**config.mk**
```make
export PLATFORM = sky130hd
export DESIGN_NAME = hub75_capture
export DESIGN_NICKNAME = d
export VERILOG_FILES = /design/src/rtl/hub75_capture.sv
export SDC_FILE = /design/constraint.sdc
export NUM_CORES = 1
export LEC_CHECK = 0
export ABC_CLOCK_PERIOD_IN_PS = 9900
export BUFFER_PORTS_ARGS = -buffer_cell sky130_fd_sc_hd__buf_2
export CORE_MARGIN = 2
export CORE_UTILIZATION = 45
export CTS_CLUSTER_SIZE = 20
export DETAILED_ROUTE_END_ITERATION = 8
export GPL_ROUTABILITY_DRIVEN = 0
export PLACE_DENSITY_LB_ADDON = 0.12
export SLEW_MARGIN = 0
export SYNTH_ARGS = -nofsm -noshare
export SYNTH_HDL_FRONTEND = slang
export SYNTH_SLANG_ARGS = --single-unit
```
**constraint.sdc**
```tcl
create_clock -name clk -period 9.9 [get_ports clk]
set_input_delay 1.98 -clock clk [delete_from_list [all_inputs] [get_ports clk]]
set_output_delay 1.98 -clock clk [all_outputs]
set_load 0.02 [all_outputs]
```
**src/rtl/hub75_capture.sv**
```systemverilog
// HUB75 receive end: oversamples the panel bus, deserialises each row into a
// ping-pong line buffer and replays it as bit-plane writes to a framebuffer.
module hub75_capture #(
    parameter int hpixel_p   = 64,
    parameter int vpixel_p   = 64,
    parameter int bpp_p      = 8,
    parameter int segments_p = 2
) (
    input  logic                                   clk,
    input  logic                                   rst,
    input  logic                                   i_enable,
    input  logic                                   O_CLK,
    input  logic                                   STB,
    input  logic                                   OE,
    input  logic                                   A,
    input  logic                                   B,
    input  logic                                   C,
    input  logic                                   D,
    input  logic                                   R1,
    input  logic                                   G1,
    input  logic                                   B1,
    input  logic                                   R2,
    input  logic                                   G2,
    input  logic                                   B2,
    output logic                                   o_wr_valid,
    input  logic                                   i_wr_ready,
    output logic [$clog2(hpixel_p*vpixel_p)-1:0]   o_wr_addr,
    output logic [$clog2(bpp_p)-1:0]               o_wr_plane,
    output logic [3*segments_p-1:0]                o_wr_data,
    output logic                                   o_frame_start,
    output logic                                   o_err_short,
    output logic                                   o_err_overrun,
    output logic [15:0]                            o_oe_cycles
);
    localparam int aw_lp = $clog2(hpixel_p*vpixel_p);
    localparam int pw_lp = $clog2(bpp_p);
    localparam int iw_lp = $clog2(hpixel_p);
    localparam int cw_lp = iw_lp + 1;
    localparam int dw_lp = 3*segments_p;
    localparam logic [cw_lp-1:0] hp_lp        = cw_lp'(hpixel_p);
    localparam logic [pw_lp-1:0] plane_max_lp = pw_lp'(bpp_p - 1);

    typedef enum logic [1:0] {ST_IDLE = 2'd0, ST_DRAIN = 2'd1, ST_DONE = 2'd2} state_t;

    logic [12:0]                  sync1_q, sync2_q;
    logic [1:0]                   edge_q;
    logic [dw_lp-1:0]             line_mem [2*hpixel_p];

    logic [cw_lp-1:0]             col_q, col_d;
    logic                         fill_q, fill_d, lost_q, lost_d;
    logic [1:0]                   pend_q, pend_d;
    logic [1:0][hpixel_p-1:0]     mask_q, mask_d;
    logic [1:0][3:0]              tag_row_q, tag_row_d;
    logic [1:0][pw_lp-1:0]        tag_plane_q, tag_plane_d;
    logic [pw_lp-1:0]             plane_q, plane_d;
    logic [3:0]                   last_row_q, last_row_d;
    logic [15:0]                  oe_cnt_q, oe_cnt_d, oe_out_q, oe_out_d;
    logic                         short_q, short_d, ovr_q, ovr_d, fs_q, fs_d;

    state_t                       state_q, state_d;
    logic                         drn_bank_q, drn_bank_d, next_drn_q, next_drn_d;
    logic [cw_lp-1:0]             rd_col_q, rd_col_d;
    logic                         valid_q, valid_d;
    logic [aw_lp-1:0]             addr_q, addr_d;
    logic [pw_lp-1:0]             wplane_q, wplane_d;
    logic [dw_lp-1:0]             data_q, data_d;

    logic                         shift_edge_s, stb_edge_s, oe_low_s, fill_busy_s;
    logic                         shift_take_s, mem_we_s, drn_free_s;
    logic [3:0]                   row_s;
    logic [dw_lp-1:0]             pix_s, rd_data_s;
    logic [cw_lp-1:0]             col_eff_s;
    logic [pw_lp-1:0]             plane_new_s;
    logic [15:0]                  oe_inc_s;

    assign shift_edge_s = i_enable & sync2_q[12] & ~edge_q[1];
    assign stb_edge_s   = i_enable & sync2_q[11] & ~edge_q[0];
    assign oe_low_s     = ~sync2_q[10];
    assign row_s        = sync2_q[9:6];
    assign pix_s        = sync2_q[5:0];
    assign fill_busy_s  = pend_q[fill_q];
    assign shift_take_s = shift_edge_s & (col_q != hp_lp);
    assign mem_we_s     = shift_take_s & ~fill_busy_s;
    // An O_CLK edge coinciding with STB still belongs to the line being latched.
    assign col_eff_s    = shift_take_s ? col_q + cw_lp'(1) : col_q;
    assign plane_new_s  = (row_s != last_row_q) ? '0 :
                          (plane_q == plane_max_lp) ? '0 : plane_q + pw_lp'(1);
    assign oe_inc_s     = (oe_low_s && (oe_cnt_q != 16'hFFFF)) ? oe_cnt_q + 16'd1 : oe_cnt_q;
    // Columns never shifted in read as zero, so short lines drain clean.
    assign rd_data_s    = mask_q[drn_bank_q][rd_col_q[iw_lp-1:0]] ?
                          line_mem[{drn_bank_q, rd_col_q[iw_lp-1:0]}] : '0;

    always_ff @(posedge clk or posedge rst) begin
        if (rst) begin
            sync1_q <= '0;
            sync2_q <= '0;
            edge_q  <= '0;
        end else begin
            sync1_q <= {O_CLK, STB, OE, A, B, C, D, B2, G2, R2, B1, G1, R1};
            sync2_q <= sync1_q;
            edge_q  <= sync2_q[12:11];
        end
    end

    always_ff @(posedge clk) begin
        if (mem_we_s) begin
            line_mem[{fill_q, col_q[iw_lp-1:0]}] <= pix_s;
        end
    end

    always_comb begin
        col_d       = col_q;
        fill_d      = fill_q;
        lost_d      = lost_q;
        pend_d      = pend_q;
        mask_d      = mask_q;
        tag_row_d   = tag_row_q;
        tag_plane_d = tag_plane_q;
        plane_d     = plane_q;
        last_row_d  = last_row_q;
        oe_cnt_d    = oe_cnt_q;
        oe_out_d    = oe_out_q;
        short_d     = 1'b0;
        ovr_d       = 1'b0;
        fs_d        = 1'b0;
        if (!i_enable) begin
            col_d    = '0;
            fill_d   = 1'b0;
            lost_d   = 1'b0;
            pend_d   = '0;
            mask_d   = '0;
            oe_cnt_d = '0;
        end else begin
            oe_cnt_d = oe_inc_s;
            col_d    = col_eff_s;
            // A line that hits a still-busy fill bank is marked lost, not written.
            if (shift_take_s && fill_busy_s) begin
                lost_d = 1'b1;
            end else if (shift_take_s) begin
                mask_d[fill_q][col_q[iw_lp-1:0]] = 1'b1;
            end else begin
                lost_d = lost_q;
            end
            if (drn_free_s) begin
                pend_d[drn_bank_q] = 1'b0;
                mask_d[drn_bank_q] = '0;
            end else begin
                pend_d = pend_d;
            end
            if (stb_edge_s) begin
                short_d    = (col_eff_s != hp_lp);
                plane_d    = plane_new_s;
                last_row_d = row_s;
                oe_out_d   = oe_inc_s;
                oe_cnt_d   = '0;
                fs_d       = (row_s == 4'd0) && (plane_new_s == '0);
                col_d      = '0;
                lost_d     = 1'b0;
                if (fill_busy_s || lost_q || (shift_take_s && fill_busy_s)) begin
                    ovr_d = 1'b1;
                    if (!fill_busy_s) begin
                        mask_d[fill_q] = '0;
                    end else begin
                        mask_d[fill_q] = mask_d[fill_q];
                    end
                end else begin
                    pend_d[fill_q]      = 1'b1;
                    tag_row_d[fill_q]   = row_s;
                    tag_plane_d[fill_q] = plane_new_s;
                    fill_d              = ~fill_q;
                end
            end else begin
                plane_d = plane_q;
            end
        end
    end

    always_comb begin
        state_d    = state_q;
        drn_bank_d = drn_bank_q;
        next_drn_d = next_drn_q;
        rd_col_d   = rd_col_q;
        valid_d    = valid_q;
        addr_d     = addr_q;
        wplane_d   = wplane_q;
        data_d     = data_q;
        drn_free_s = 1'b0;
        case (state_q)
            ST_IDLE, ST_DONE: begin
                if (pend_q[next_drn_q]) begin
                    state_d    = ST_DRAIN;
                    drn_bank_d = next_drn_q;
                    rd_col_d   = '0;
                end else begin
                    state_d = ST_IDLE;
                end
            end
            ST_DRAIN: begin
                if ((!valid_q || i_wr_ready) && (rd_col_q != hp_lp)) begin
                    valid_d  = 1'b1;
                    addr_d   = aw_lp'(tag_row_q[drn_bank_q]) * aw_lp'(hpixel_p) + aw_lp'(rd_col_q);
                    wplane_d = tag_plane_q[drn_bank_q];
                    data_d   = rd_data_s;
                    rd_col_d = rd_col_q + cw_lp'(1);
                end else if (!valid_q || i_wr_ready) begin
                    valid_d    = 1'b0;
                    drn_free_s = 1'b1;
                    next_drn_d = ~drn_bank_q;
                    state_d    = ST_DONE;
                end else begin
                    valid_d = valid_q;
                end
            end
            default: state_d = ST_IDLE;
        endcase
        if (!i_enable) begin
            state_d    = ST_IDLE;
            valid_d    = 1'b0;
            rd_col_d   = '0;
            next_drn_d = 1'b0;
            drn_free_s = 1'b0;
        end else begin
            next_drn_d = next_drn_d;
        end
    end

    always_ff @(posedge clk or posedge rst) begin
        if (rst) begin
            col_q       <= '0;
            fill_q      <= 1'b0;
            lost_q      <= 1'b0;
            pend_q      <= '0;
            mask_q      <= '0;
            tag_row_q   <= '0;
            tag_plane_q <= '0;
            plane_q     <= '0;
            last_row_q  <= 4'hF;
            oe_cnt_q    <= '0;
            oe_out_q    <= '0;
            short_q     <= 1'b0;
            ovr_q       <= 1'b0;
            fs_q        <= 1'b0;
            state_q     <= ST_IDLE;
            drn_bank_q  <= 1'b0;
            next_drn_q  <= 1'b0;
            rd_col_q    <= '0;
            valid_q     <= 1'b0;
            addr_q      <= '0;
            wplane_q    <= '0;
            data_q      <= '0;
        end else begin
            col_q       <= col_d;
            fill_q      <= fill_d;
            lost_q      <= lost_d;
            pend_q      <= pend_d;
            mask_q      <= mask_d;
            tag_row_q   <= tag_row_d;
            tag_plane_q <= tag_plane_d;
            plane_q     <= plane_d;
            last_row_q  <= last_row_d;
            oe_cnt_q    <= oe_cnt_d;
            oe_out_q    <= oe_out_d;
            short_q     <= short_d;
            ovr_q       <= ovr_d;
            fs_q        <= fs_d;
            state_q     <= state_d;
            drn_bank_q  <= drn_bank_d;
            next_drn_q  <= next_drn_d;
            rd_col_q    <= rd_col_d;
            valid_q     <= valid_d;
            addr_q      <= addr_d;
            wplane_q    <= wplane_d;
            data_q      <= data_d;
        end
    end

    assign o_wr_valid    = valid_q;
    assign o_wr_addr     = addr_q;
    assign o_wr_plane    = wplane_q;
    assign o_wr_data     = data_q;
    assign o_frame_start = fs_q;
    assign o_err_short   = short_q;
    assign o_err_overrun = ovr_q;
    assign o_oe_cycles   = oe_out_q;
endmodule

```
; ---- Word level (Yosys, flattened, before mapping)
; Memories as Yosys holds them, arrays and structs flattened.
; Index checks and enable logic that the tools add are counted.
[totals]
register_bits = 256
latchBits = 0
mem_bits_rw = 768
mem_bits_ro = 0
inputBits = 17
memories = 1
[memory_table]
columns = name, depth, width, rd, rd_ports_with_merged_regs, write_ports, line
row1 = line_mem, 128, 6, 1, 0, 1, 47  ; logic [dw_lp-1:0] line_mem [2*hpixel_p];
[op_classes]
n_addsub = 5
mul = 0
n_div = 0
order_cmp = 8
eq_ne = 20
n_shift = 0
muxes = 92
n_bitwise = 21
reduce_logical = 24
[op_table]
columns = op, count
row1 = $mux 128, 9
row2 = $mux 64, 7
row3 = $and 128x128->128, 2
row4 = $not 128->128, 2
row5 = $demux 64 s1, 3
row6 = $bwmux 128, 1
row7 = $or 128x128->128, 1
row8 = $mux 16, 3
row9 = $mux 7, 6
row10 = $mux 1, 36
row11 = $ne 7x7->1 const B, 3
row12 = $add 16x1->16 const B, 1
row13 = $mux 2, 8
row14 = $ne 16x16->1 const B, 1
row15 = $mux 3, 5
row16 = $add 7x1->7 const B, 2
row17 = $lt 6x7->1 const B, 2
row18 = $pmux 7 s2, 1
row19 = $mux 4, 3
row20 = $ne 3x3->1 const B, 4
row21 = $reduce_and 2->1, 6
row22 = $add 10x7->11, 1
row23 = $ne 3x1->1 const B, 3
row24 = $reduce_and 3->1, 3
row25 = other kinds (31), 57

; ---- Depth between registers and ports, before layout
; Gate-level depths: netlist (run 1).
[depth]
depth_word = 20
mapped_depth = 15
mapped_depth_nobuf = 8

; ---- Least setup slack after synthesis (run 1)
; OpenSTA, ideal clock, no wires.
[synth_path]
kind = input-to-reg
start = in i_enable
end = mem line_mem[50][0] in the netlist's numbering (enable)
t_arrival_ns = 3.712
required_ns = 9.511
path_slack_ns = 5.799
path_stages = 7
path_cell_list = nand2_1 > a311oi_1 > buf_2 > and2_1 > clkbuf_1 > o21ai_1 > nor4_1
[synth_between]
elab_chain_len = 6
[synth_lines]
columns = item, line
row1 = "start, declared", 11  ; input logic i_enable,
row2 = $and 1x1->1 (2 in a row), 76  ; assign shift_edge_s = i_enable & sync2_q[12] & ~edge_q[1];
row3 = $and 1x1->1, 82  ; assign shift_take_s = shift_edge_s & (col_q != hp_lp);
row4 = $and 1x1->1, 83  ; assign mem_we_s = shift_take_s & ~fill_busy_s;
row5 = $mux 1, 106  ; if (mem_we_s) begin
row6 = $mux 1 (implied by the code), 107  ; line_mem[{fill_q, col_q[iw_lp-1:0]}] <= pix_s;
row7 = "end, declared", 47
; No other way between the ends.

; ---- Worst setup path in the final report (run 1)
[layout_path]
start = reg rd_col_q[0]
end = reg data_q[1] (netlist: o_wr_data[1])
[layout_between]
elab_chain_len = 3
elab_cells_between_ends = 7
[layout_lines]
columns = item, line
row1 = "start, declared", 62  ; logic [cw_lp-1:0] rd_col_q, rd_col_d;
row2 = "start signal, assigned", 269  ; rd_col_q <= rd_col_d;
row3 = branches (longest 3 deep; another with $mem_v2 128x6), -
row4 = "end signal, assigned", 273  ; data_q <= data_d;
row5 = "end, declared", 66  ; logic [dw_lp-1:0] data_q, data_d;
; Several ways; the timed one is not identified. The select of a mux whose other input is x is not followed.
; A chain may end at the register's enable or synchronous reset.

==> results of run 1 <==
[routing by layer]
metal | up-vias | track usage (%) | part of all wire [%]
met1 | 11600 | 33.5 | 43
met3 | 158 | 4.42 | 7.4
met4 | 2 | 6.34 | 2.3
li1 | 9201 | - | -
met2 | 913 | 36.9 | 48
met5 | - | 0 | 0.014
[area by class of cell]
class	count	area, sq um	share of cell area, %
multi-input combinational	1140	10500	23.0
timing repair buffer	95	586	1.28
inverter	17	73.8	0.162
tap	1176	1470	3.22
clock inverter	58	612	1.34
sequential	1023	29500	64.6
clock buffer	139	2920	6.40
[per-stage QoR]
step	util (%)	cells	area [sq um]
final	50.9	3648	45700
after global routing	50.9	3648	45700
after CTS	50.9	3648	45700
after detailed placement	46.9	3451	42100
after global placement	46.9	3451	42100
after floorplan	-	2307	40600
[synth_stat cells (12+ instances only)]
library cell	n	area (sq um)
sky130_fd_sc_hd__buf_2	29	145
sky130_fd_sc_hd__inv_1	15	56.3
sky130_fd_sc_hd__buf_4	14	105
sky130_fd_sc_hd__edfxtp_1	768	23100
sky130_fd_sc_hd__o21ai_0	47	235
sky130_fd_sc_hd__nand3_1	32	160
sky130_fd_sc_hd__mux4_2	228	5130
sky130_fd_sc_hd__dfrtp_1	251	6280
sky130_fd_sc_hd__nor2b_1	14	87.6
sky130_fd_sc_hd__nor2_1	264	991
sky130_fd_sc_hd__mux2_2	20	225
sky130_fd_sc_hd__mux2i_1	74	741
sky130_fd_sc_hd__xnor2_1	13	114
sky130_fd_sc_hd__buf_6	12	135
sky130_fd_sc_hd__clkbuf_1	64	240
sky130_fd_sc_hd__nand4_1	13	81.3
sky130_fd_sc_hd__xor2_1	17	149
sky130_fd_sc_hd__o21a_1	63	473
sky130_fd_sc_hd__a22oi_1	17	128
sky130_fd_sc_hd__a21oi_1	81	405
sky130_fd_sc_hd__nand2_1	120	450
[sequential cells by signal, summed over array words and instances (netlist names), 4 cells and up]
| name | count |
|---|---|
| line_mem | 768 |
| o_oe_cycles | 16 |
| sync2_q | 13 |
| col_q | 7 |
| o_wr_addr | 11 |
| oe_cnt_q | 16 |
| tag_plane_q | 6 |
| tag_row_q | 8 |
| o_wr_data | 6 |
| rd_col_q | 7 |
| last_row_q | 4 |
| sync1_q | 13 |
| mask_q | 128 |
[power by group through the flow]
stage               Clock (W)  Sequential [W]  Combinational, W
floorplan                   0         0.00480          0.000254
global placement            0         0.00480          0.000400
detailed placement          0         0.00480          0.000404
CTS                   0.00409         0.00471          0.000405
global route          0.00426         0.00471          0.000426
finish                0.00402         0.00471          0.000396
[path summary, 6_finish.rpt]
check                             from      endpoint  cells after the start  slack (ps)
max in group asynchronous          rst   rd_col_q[3]                      3        7060
min in group asynchronous          rst    sync1_q[4]                      2        1530
min                        sync1_q[10]   sync2_q[10]                      0         340
min reg2reg                sync1_q[10]   sync2_q[10]                      0         340
max                        rd_col_q[0]  o_wr_data[1]                      9        5310
max reg2reg                rd_col_q[0]  o_wr_data[1]                      9        5310
[cells by family (layout without fill, tap and decap cells)]
kind of cell               after synthesis  in the layout
AOI/OAI and AO/OA                      283            283
buffers and inverters                  144            309
and+or+nand+nor                        495            495
xor gates and xnor gates                30             30
adders and majority gates                9              9
muxes                                  322            322
DFF                                   1023           1023
other                                    1              1
==> reports/metrics.cfg, run 1 <==
[timing]
timing_max_transition_violations_final = 0
fin_crit_ps = 4590
fmax_mhz = 218
portion_of_the_clock_cycle_consumed_by_the_worst_path_in_the_final_layout_pct = 46.3
finalHoldViolations = 0
worst_slack_ps = 5310
clock_skew_ps = 28.0
timing.hold.ws_ps = 342
totalNegativeSetupSlack_ps = 0
grt_setup_unrepaired = no
setup_viol_count_final = 0
slew-limit-headroom_pct = 15.6
worst_margin_pin_slew_ps = 1260

[global_route]
grt_antenna_before_repair = 4
grt_start_max_net_pins = 129
grt_usage_pct = 23.3
first_global_vias = 22200
grt_first_pass_wirelength_mm = 157
global_route.overflow_total = 0

[synthesis]
synth_simple_gate_area_share_pct = 5.20
synth_cells = 2307
mappedNetlistNets = 2333
postSynth.asyncResetShare_pct = 24.9
synth_cell_types = 64
synth_top_family_by_area = multiplexers
synth-edff-count = 768
synth_xor_area_share_pct = 0.647
post_synthesis_mux_area_share_pct = 15.0
synth_seq_area_share_pct = 72.5
ys_seq_elements = 1023
synth-warning-count = 0
share_of_synthesized_cell_area_in_full_adder_half_adder_and_majority_cells_pct = 0.277
dominantRegCellSynth = sky130_fd_sc_hd__edfxtp_1
syn_area_sq_um = 40600
avgSynthCellArea_sq_um = 17.6
synth_compound_gate_area_share_pct = 4.54

[setup_path]
setup.worst_path.start_class = flop
timing.setup.critical_path_class = reg2reg
worst_ep_arrival_time_ps = 5130
timing.critical_path.cells = buf_4 -> buf_4 -> nor2b_1 -> a22oi_1 -> nand3_1 -> o311ai_0 -> a311oi_1 -> o22ai_2 -> a32o_1
timing.critical_path.fanout_max = 50
critPathMostFrequentCell = sky130_fd_sc_hd__buf_4
worstPathBufferInverterCount = 2
cpLargestDelayFamily = buffers and inverters
slowest_cell_on_the_critical_path = sky130_fd_sc_hd__buf_4
critical_path_required_ps = 10450
critPathMaxStageDelay_ps = 860
worst_setup_path_end_kind = flop

[route]
post-route-drc-count = 0
wirelength_mm = 107
drt-initial-drc-count = 2170
detailroute.via_count = 21900
final_antenna_net_count = 0
drt_pre_antenna_iters = 5
detail_route.wl_per_cell_um = 29.5
post_drt_via_cell_ratio = 5.99

[power_and_ir_drop]
comb_power_share_pct = 4.3
p_switching_w = 0.00197
clkPwrFrac_pct = 44.1
p_seq_share_pct = 51.6
powerDensity_nw_per_um2 = 200
ir_drop_mv = 0.140
p_leak_nw = 15.5
switching_share_pct = 21.6
p_total_w = 0.00913
internal_power_w = 0.00716

[die]
die_width_um = 304
die_area_sq_um = 92700
start_util_pct = 45.3
placement_rows = 110
dieHeight_um = 304
io_pins = 58
floorplan.core_area_sq_um = 89700

[clock_network]
cts_tree = done
number_of_buffers_inserted_to_repair_setup_after_cts = 0
post_cts_hold_buffer_count = 0
cts-buffers-inserted = 104
cts-resized-gates = 0
clk_pin_slew_worst_paths_ps = 60
cts_buffer_depth = 3
clock_tree.root_cell = sky130_fd_sc_hd__clkbuf_16
clock_tree.htree_level_count = 3
clkSinkCount = 1023
clk-insertion-delay-late_ps = 670

[cells_and_area]
area_growth_syn_to_layout_pct = 12.4
net_count_of_the_finished_layout = 2407
post_route_cells_drive_above_1_share_pct = 21.9
leading_cell_types_in_the_layout_fill_and_taps_excluded = sky130_fd_sc_hd__edfxtp_1 (768), sky130_fd_sc_hd__nor2_1 (264), sky130_fd_sc_hd__dfrtp_1 (241), sky130_fd_sc_hd__mux4_2 (228), sky130_fd_sc_hd__nand2_1 (115)
insertedDiodeCount = 0
most_common_cell_after_layout_fill_and_taps_aside = sky130_fd_sc_hd__edfxtp_1
final.fill_count = 7301

[worst_hold_path]
timing.hold.worst.class = reg2reg

[placed_design]
dp_slack_ps = 4950
port_buffers = 56
hpwlAfterDp_mm = 67.0

[job]
max_cap_viol_count = 0

[outcome]
status = finished, final reports clean

Note: power is estimated with default switching activity, not from simulation.
==> run 2: changes to the inputs <==
--- a/config.mk
+++ b/config.mk
@@ -5,7 +5,7 @@
 export SDC_FILE = /design/constraint.sdc
 export NUM_CORES = 1
 export LEC_CHECK = 0
-export ABC_CLOCK_PERIOD_IN_PS = 9900
+export ABC_CLOCK_PERIOD_IN_PS = 4000
 export BUFFER_PORTS_ARGS = -buffer_cell sky130_fd_sc_hd__buf_2
 export CORE_MARGIN = 2
 export CORE_UTILIZATION = 45
==> constraint.sdc (replaced) <==
create_clock -name clk -period 4 [get_ports clk]
set_input_delay 0.8 -clock clk [delete_from_list [all_inputs] [get_ports clk]]
set_output_delay 0.8 -clock clk [all_outputs]
set_load 0.02 [all_outputs]
==> reports/metrics.cfg, run 2 (synthesis gave the netlist of run 1 again) <==
[outcome]
status = finished, final reports clean

[cells_and_area]
largest_reg_flops = 768  ; unchanged
postLayoutCellArea_sq_um = 46100  ; +0.92%
most_common_cell_after_layout_fill_and_taps_aside = sky130_fd_sc_hd__edfxtp_1
final_core_utilization_pct = 51.3  ; +0.47 points
post_route_cells_drive_above_1_share_pct = 23.0  ; +1.0 points
insertedDiodeCount = 0  ; unchanged
stdcell_count = 3705  ; +1.6%
area_growth_syn_to_layout_pct = 13.4
net_count_of_the_finished_layout = 2470  ; +2.6%
leading_cell_types_in_the_layout_fill_and_taps_excluded = sky130_fd_sc_hd__edfxtp_1 (768), sky130_fd_sc_hd__nor2_1 (264), sky130_fd_sc_hd__dfrtp_1 (241), sky130_fd_sc_hd__mux4_2 (228), sky130_fd_sc_hd__nand2_1 (120)
final.fill_count = 7374  ; +1.0%

[power_and_ir_drop]
powerDensity_nw_per_um2 = 482  ; +140%
p_total_w = 0.0222  ; +140%
ir_drop_mv = 0.337  ; +140%
p_leak_nw = 15.7  ; +1.5%

[route]
drt_pre_antenna_iters = 5  ; unchanged
post_drt_via_cell_ratio = 5.92  ; -1.3%
detailroute.via_count = 21900  ; +0.28%
post-route-drc-count = 0  ; unchanged
detail_route.wl_per_cell_um = 28.8  ; -2.1%
drt-initial-drc-count = 2313  ; +6.6%
wirelength_mm = 107  ; -0.53%
final_antenna_net_count = 0  ; unchanged

[global_route]
grt_first_pass_wirelength_mm = 159  ; +0.97%
first_global_vias = 22700  ; +2.0%
grt_start_max_net_pins = 102  ; -21%
global_route.overflow_total = 0  ; unchanged
grt_usage_pct = 23.5  ; +0.15 points
grt_antenna_before_repair = 2  ; -2

[clock_network]
clock_tree.root_cell = sky130_fd_sc_hd__clkbuf_16
cts_buffer_depth = 3  ; unchanged
cts-buffers-inserted = 106  ; +1.9%
post_cts_hold_buffer_count = 0  ; unchanged
clock_tree.htree_level_count = 3  ; unchanged
cts-resized-gates = 0  ; unchanged
clk_pin_slew_worst_paths_ps = 60  ; about the same
clkSinkCount = 1023  ; unchanged
cts_tree = done
clk-insertion-delay-late_ps = 700  ; +30 ps
number_of_buffers_inserted_to_repair_setup_after_cts = 0  ; unchanged

[timing]
setup_viol_count_final = 0  ; unchanged
portion_of_the_clock_cycle_consumed_by_the_worst_path_in_the_final_layout_pct = 88.0  ; +42 points
timing_max_transition_violations_final = 0  ; unchanged
clock_skew_ps = 41.6  ; +13.6 ps
grt_setup_unrepaired = no
finalHoldViolations = 0  ; unchanged
fmax_mhz = 284  ; +30%
slew-limit-headroom_pct = 9.13  ; -6.5 points
worst_slack_ps = 479  ; -4840 ps
worst_margin_pin_slew_ps = 1350  ; +90.3 ps
fin_crit_ps = 3520  ; -1060 ps

[setup_path]
worst_r2r_endpoint = mask_q[42]
timing.rr.start = col_q[1]
critical_path_required_ps = 4600  ; -5850 ps
worst_setup_path_end_kind = flop
setup.worst_path.start_class = flop
timing.setup.critical_path_class = reg2reg
regToRegSetupSlack_ps = 480  ; -4840 ps
r2r.worst_path.cells = 9  ; unchanged
setup.worst_path.start = col_q[1]
timing.critical_path.fanout_max = 12  ; -76%
worst_ep_arrival_time_ps = 4120  ; -1010 ps

[die]
start_util_pct = 45.3  ; unchanged
placement_rows = 110  ; unchanged
floorplan.core_area_sq_um = 89700  ; unchanged
io_pins = 58  ; unchanged
die_area_sq_um = 92700  ; unchanged
dieHeight_um = 304  ; unchanged
die_width_um = 304  ; unchanged

[job]
max_cap_viol_count = 0  ; unchanged

[placed_design]
port_buffers = 56  ; unchanged
dpl_cell_area_sq_um = 42700  ; +1.4%
hpwlAfterDp_mm = 69.9  ; +4.3%
numPlacedInstances = 3512  ; +1.8%
dp_slack_ps = 594  ; -4350 ps

[worst_hold_path]
holdPathEnd = sync1_q[2]
hold_start = B1
hold_depth = 1  ; +1
timing.hold.worst.class = in2reg

==> run 2: cell count changes in the layout (fill, tap and decap cells not counted), moves of 9 or more <==
cell                       before  now
sky130_fd_sc_hd__clkbuf_1      23   32
sky130_fd_sc_hd__buf_12         1   13
sky130_fd_sc_hd__clkinv_2      26   15
sky130_fd_sc_hd__buf_4         38   87
==> run 2: stage by stage <==
stage,hold WS [ps],TNS [ps]
2_1_floorplan,331,-38750
3_3_place_gp,332,0
3_5_place_dp,335,0
4_1_cts,175,0
5_1_grt,179,0
6_report,207,0
==> run 2: how the worst max path moves through the flow <==
stage                        end  slack [ps]
floorplan               col_q[0]        -150
global placement    o_wr_data[2]         610
detailed placement    mask_q[34]         590
CTS                   mask_q[34]         620
global route          mask_q[42]         390
finish                mask_q[42]         480
==> run 2: worst max-delay path: stages, from the launching register on <==
cell and delay [ps]:
sky130_fd_sc_hd__dfrtp_1 670, sky130_fd_sc_hd__inv_1 190, sky130_fd_sc_hd__ha_1 280, sky130_fd_sc_hd__a311oi_1 240, sky130_fd_sc_hd__buf_4 230, sky130_fd_sc_hd__and2_1 290, sky130_fd_sc_hd__o21ai_1 300, sky130_fd_sc_hd__nor2_1 940
sky130_fd_sc_hd__a21oi_1 160, sky130_fd_sc_hd__nor2_1 140
==> run 2: report_power, final <==
group          total (W)  internal (W)  switching [W]
logic           0.000990      0.000411       0.000578
registers         0.0117        0.0115       0.000135
clock network    0.00956       0.00546        0.00409
==> run 2: layout make-up <==
type                    instances  area, sq um  share of cell area (%)
clock buffers                 149         2950                    6.40
clock inverters                44          425                   0.923
inverters                      17         70.1                   0.152
multi-input cells            1140        10500                    22.7
flip-flops and latches       1023        29500                    64.0
well taps                    1176         1470                    3.19
repair buffers                156         1190                    2.59
==> run 2: routing by layer <==
layer  GRT usage, %  share of wire (%)
met1           33.4                 42
met3           4.39                6.7
met2           37.5                 48
met4           6.34                2.6
met5              0                  0
==> run 3: changes to the inputs <==
--- a/config.mk
+++ b/config.mk
@@ -5,8 +5,9 @@
 export SDC_FILE = /design/constraint.sdc
 export NUM_CORES = 1
 export LEC_CHECK = 0
-export ABC_CLOCK_PERIOD_IN_PS = 4000
+export ABC_CLOCK_PERIOD_IN_PS = 3850
 export BUFFER_PORTS_ARGS = -buffer_cell sky130_fd_sc_hd__buf_2
+export CAP_MARGIN = 30
 export CORE_MARGIN = 2
 export CORE_UTILIZATION = 45
 export CTS_CLUSTER_SIZE = 20
==> constraint.sdc (replaced) <==
create_clock -name clk -period 3.85 [get_ports clk]
set_input_delay 0.77 -clock clk [delete_from_list [all_inputs] [get_ports clk]]
set_output_delay 0.77 -clock clk [all_outputs]
set_load 0.02 [all_outputs]
==> reports/metrics.cfg, run 3 (synthesis gave the netlist of run 1 again) <==
[outcome]
status = finished, final reports clean

[timing]
fin_crit_ps = 3390  ; -130 ps
worst_margin_pin_slew_ps = 1060  ; -291 ps
portion_of_the_clock_cycle_consumed_by_the_worst_path_in_the_final_layout_pct = 88.1  ; about the same
clock_skew_ps = 29.1  ; -12.5 ps
fmax_mhz = 295  ; +3.8%
grt_setup_unrepaired = no
finalHoldViolations = 0  ; unchanged
timing_max_transition_violations_final = 0  ; unchanged
totalNegativeSetupSlack_ps = 0  ; unchanged
worst_slack_ps = 460  ; -19.7 ps
timing.hold.ws_ps = 48.2  ; -159 ps
setup_viol_count_final = 0  ; unchanged
slew-limit-headroom_pct = 28.7  ; +20 points

[setup_path]
timing.setup.critical_path_class = reg2reg
worst_r2r_endpoint = o_wr_data[1]
worst_ep_arrival_time_ps = 3960  ; -160 ps
timing.rr.start = rd_col_q[0]
timing.critical_path.fanout_max = 26  ; +14
critical_path_required_ps = 4420  ; -180 ps
crit_path_end = o_wr_data[1]
worst_setup_path_end_kind = flop
setup.worst_path.start = rd_col_q[0]
setup.worst_path.start_class = flop
regToRegSetupSlack_ps = 460  ; -20 ps
r2r.worst_path.cells = 7  ; -2

[cells_and_area]
post_route_cells_drive_above_1_share_pct = 24.4  ; +1.4 points
stdcell_count = 3748  ; +1.2%
final.fill_count = 7224  ; -2.0%
insertedDiodeCount = 0  ; unchanged
most_common_cell_after_layout_fill_and_taps_aside = sky130_fd_sc_hd__edfxtp_1
net_count_of_the_finished_layout = 2505  ; +1.4%
area_taken_by_flip_flops_and_latches_sq_um = 29500  ; unchanged
final_core_utilization_pct = 52.0  ; +0.62 points
multi_input_area_sq_um = 10500  ; about the same
area_growth_syn_to_layout_pct = 14.8
largest_reg_flops = 768  ; unchanged
leading_cell_types_in_the_layout_fill_and_taps_excluded = sky130_fd_sc_hd__edfxtp_1 (768), sky130_fd_sc_hd__nor2_1 (264), sky130_fd_sc_hd__dfrtp_1 (241), sky130_fd_sc_hd__mux4_2 (228), sky130_fd_sc_hd__nand2_1 (120)

[global_route]
grt_antenna_before_repair = 2  ; unchanged
grt_start_max_net_pins = 129  ; +26%
global_route.overflow_total = 0  ; unchanged
grt_first_pass_wirelength_mm = 157  ; -1.5%
first_global_vias = 22700  ; +0.41%
grt_usage_pct = 23.2  ; -0.30 points

[route]
post_drt_via_cell_ratio = 5.84  ; -1.2%
final_antenna_net_count = 0  ; unchanged
wirelength_mm = 106  ; -0.89%
detail_route.wl_per_cell_um = 28.3  ; -2.0%
post-route-drc-count = 0  ; unchanged
drt_pre_antenna_iters = 5  ; unchanged
drt-initial-drc-count = 2021  ; -13%
detailroute.via_count = 21900  ; -0.082%

[die]
io_pins = 58  ; unchanged
die_width_um = 304  ; unchanged
die_area_sq_um = 92700  ; unchanged
placement_rows = 110  ; unchanged
dieHeight_um = 304  ; unchanged
floorplan.core_area_sq_um = 89700  ; unchanged
start_util_pct = 45.3  ; unchanged

[placed_design]
hpwlAfterDp_mm = 69.7  ; -0.23%
port_buffers = 56  ; unchanged
numPlacedInstances = 3547  ; +1.0%
dp_slack_ps = 436  ; -158 ps

[clock_network]
number_of_buffers_inserted_to_repair_setup_after_cts = 0  ; unchanged
cts-buffers-inserted = 106  ; unchanged
clkSinkCount = 1023  ; unchanged
cts_buffer_depth = 3  ; unchanged
clk-insertion-delay-late_ps = 690  ; about the same
post_cts_hold_buffer_count = 0  ; unchanged
clk_pin_slew_worst_paths_ps = 60  ; about the same
cts-resized-gates = 0  ; unchanged
cts_tree = done
clock_tree.htree_level_count = 3  ; unchanged
clock_tree.root_cell = sky130_fd_sc_hd__clkbuf_16

[power_and_ir_drop]
powerDensity_nw_per_um2 = 506  ; +5.0%
p_leak_nw = 16.0  ; +2.0%
ir_drop_mv = 0.385  ; +14%

[job]
max_cap_viol_count = 0  ; unchanged

[worst_hold_path]
timing.hold.worst.class = in2async

-- run 3: cell count changes in the layout (fill, tap and decap cells not counted), moves of 2 or more --
cell,previous run,this run
sky130_fd_sc_hd__buf_16,0,2
sky130_fd_sc_hd__buf_4,87,117
sky130_fd_sc_hd__buf_6,0,2
sky130_fd_sc_hd__bufinv_16,5,11
sky130_fd_sc_hd__clkbuf_1,32,18
sky130_fd_sc_hd__clkbuf_8,9,11
sky130_fd_sc_hd__clkinv_1,12,22
sky130_fd_sc_hd__clkinv_2,15,18
sky130_fd_sc_hd__clkinv_4,5,0
sky130_fd_sc_hd__clkinvlp_4,5,8
-- run 3: where the power goes --
part / switching, W / total [W] / leakage [nW] / internal [W]
sequential: 0.000117 / 0.0121 / 10.3 / 0.0120
clock: 0.00431 / 0.0105 / 1.75 / 0.00615
combinational: 0.000620 / 0.00106 / 3.91 / 0.000436
total: 0.00505 / 0.0236 / 16.0 / 0.0186
-- run 3: final cells by class --
cell class / instances / share of cell area [%]
clock inverters: 63 / 1.43
flip-flops and latches: 1023 / 63.2
repair buffers: 191 / 3.25
well taps: 1176 / 3.16
inverters: 17 / 0.150
multi-input cells: 1140 / 22.5
clock buffers: 138 / 6.32
-- run 3: stage by stage --
step	power, W	area [sq um]
floorplan	0.0130	40600
global placement	0.0134	42900
detailed placement	0.0134	43000
CTS	0.0238	46600
global route	0.0244	46600
finish	0.0236	46600
-- run 3: metal layers --
| layer | global-route usage [%] | vias up | routed length (um) | share of wire, % |
|---|---|---|---|---|
| li1 | - | 9370 | - | - |
| met3 | 5.38 | 162 | 8280 | 7.8 |
| met2 | 36.9 | 826 | 50600 | 48 |
| met4 | 7.36 | 2 | 2910 | 2.7 |
| met1 | 31.9 | 11500 | 44100 | 42 |
| met5 | 0 | - | 13 | 0.012 |
-- run 3: worst min path at each step --
stage	cells past startpoint	start	slack, ps	endpoint
6_report	2	rst	50	sync2_q[6]
5_1_grt	2	rst	50	sync2_q[6]
4_1_cts	2	rst	20	sync2_q[7]
3_5_place_dp	0	sync1_q[0]	330	sync2_q[0]
3_3_place_gp	0	sync1_q[5]	330	sync2_q[5]
2_1_floorplan	0	sync1_q[0]	330	sync2_q[0]
-- run 3: critical path: stages, from the launching register on --
cell and delay [ps]:
sky130_fd_sc_hd__dfrtp_4 760, sky130_fd_sc_hd__buf_12 310, sky130_fd_sc_hd__mux4_2 540, sky130_fd_sc_hd__a2111oi_0 720, sky130_fd_sc_hd__a22oi_1 210, sky130_fd_sc_hd__a21oi_1 170, sky130_fd_sc_hd__o31ai_1 170, sky130_fd_sc_hd__a32o_1 330
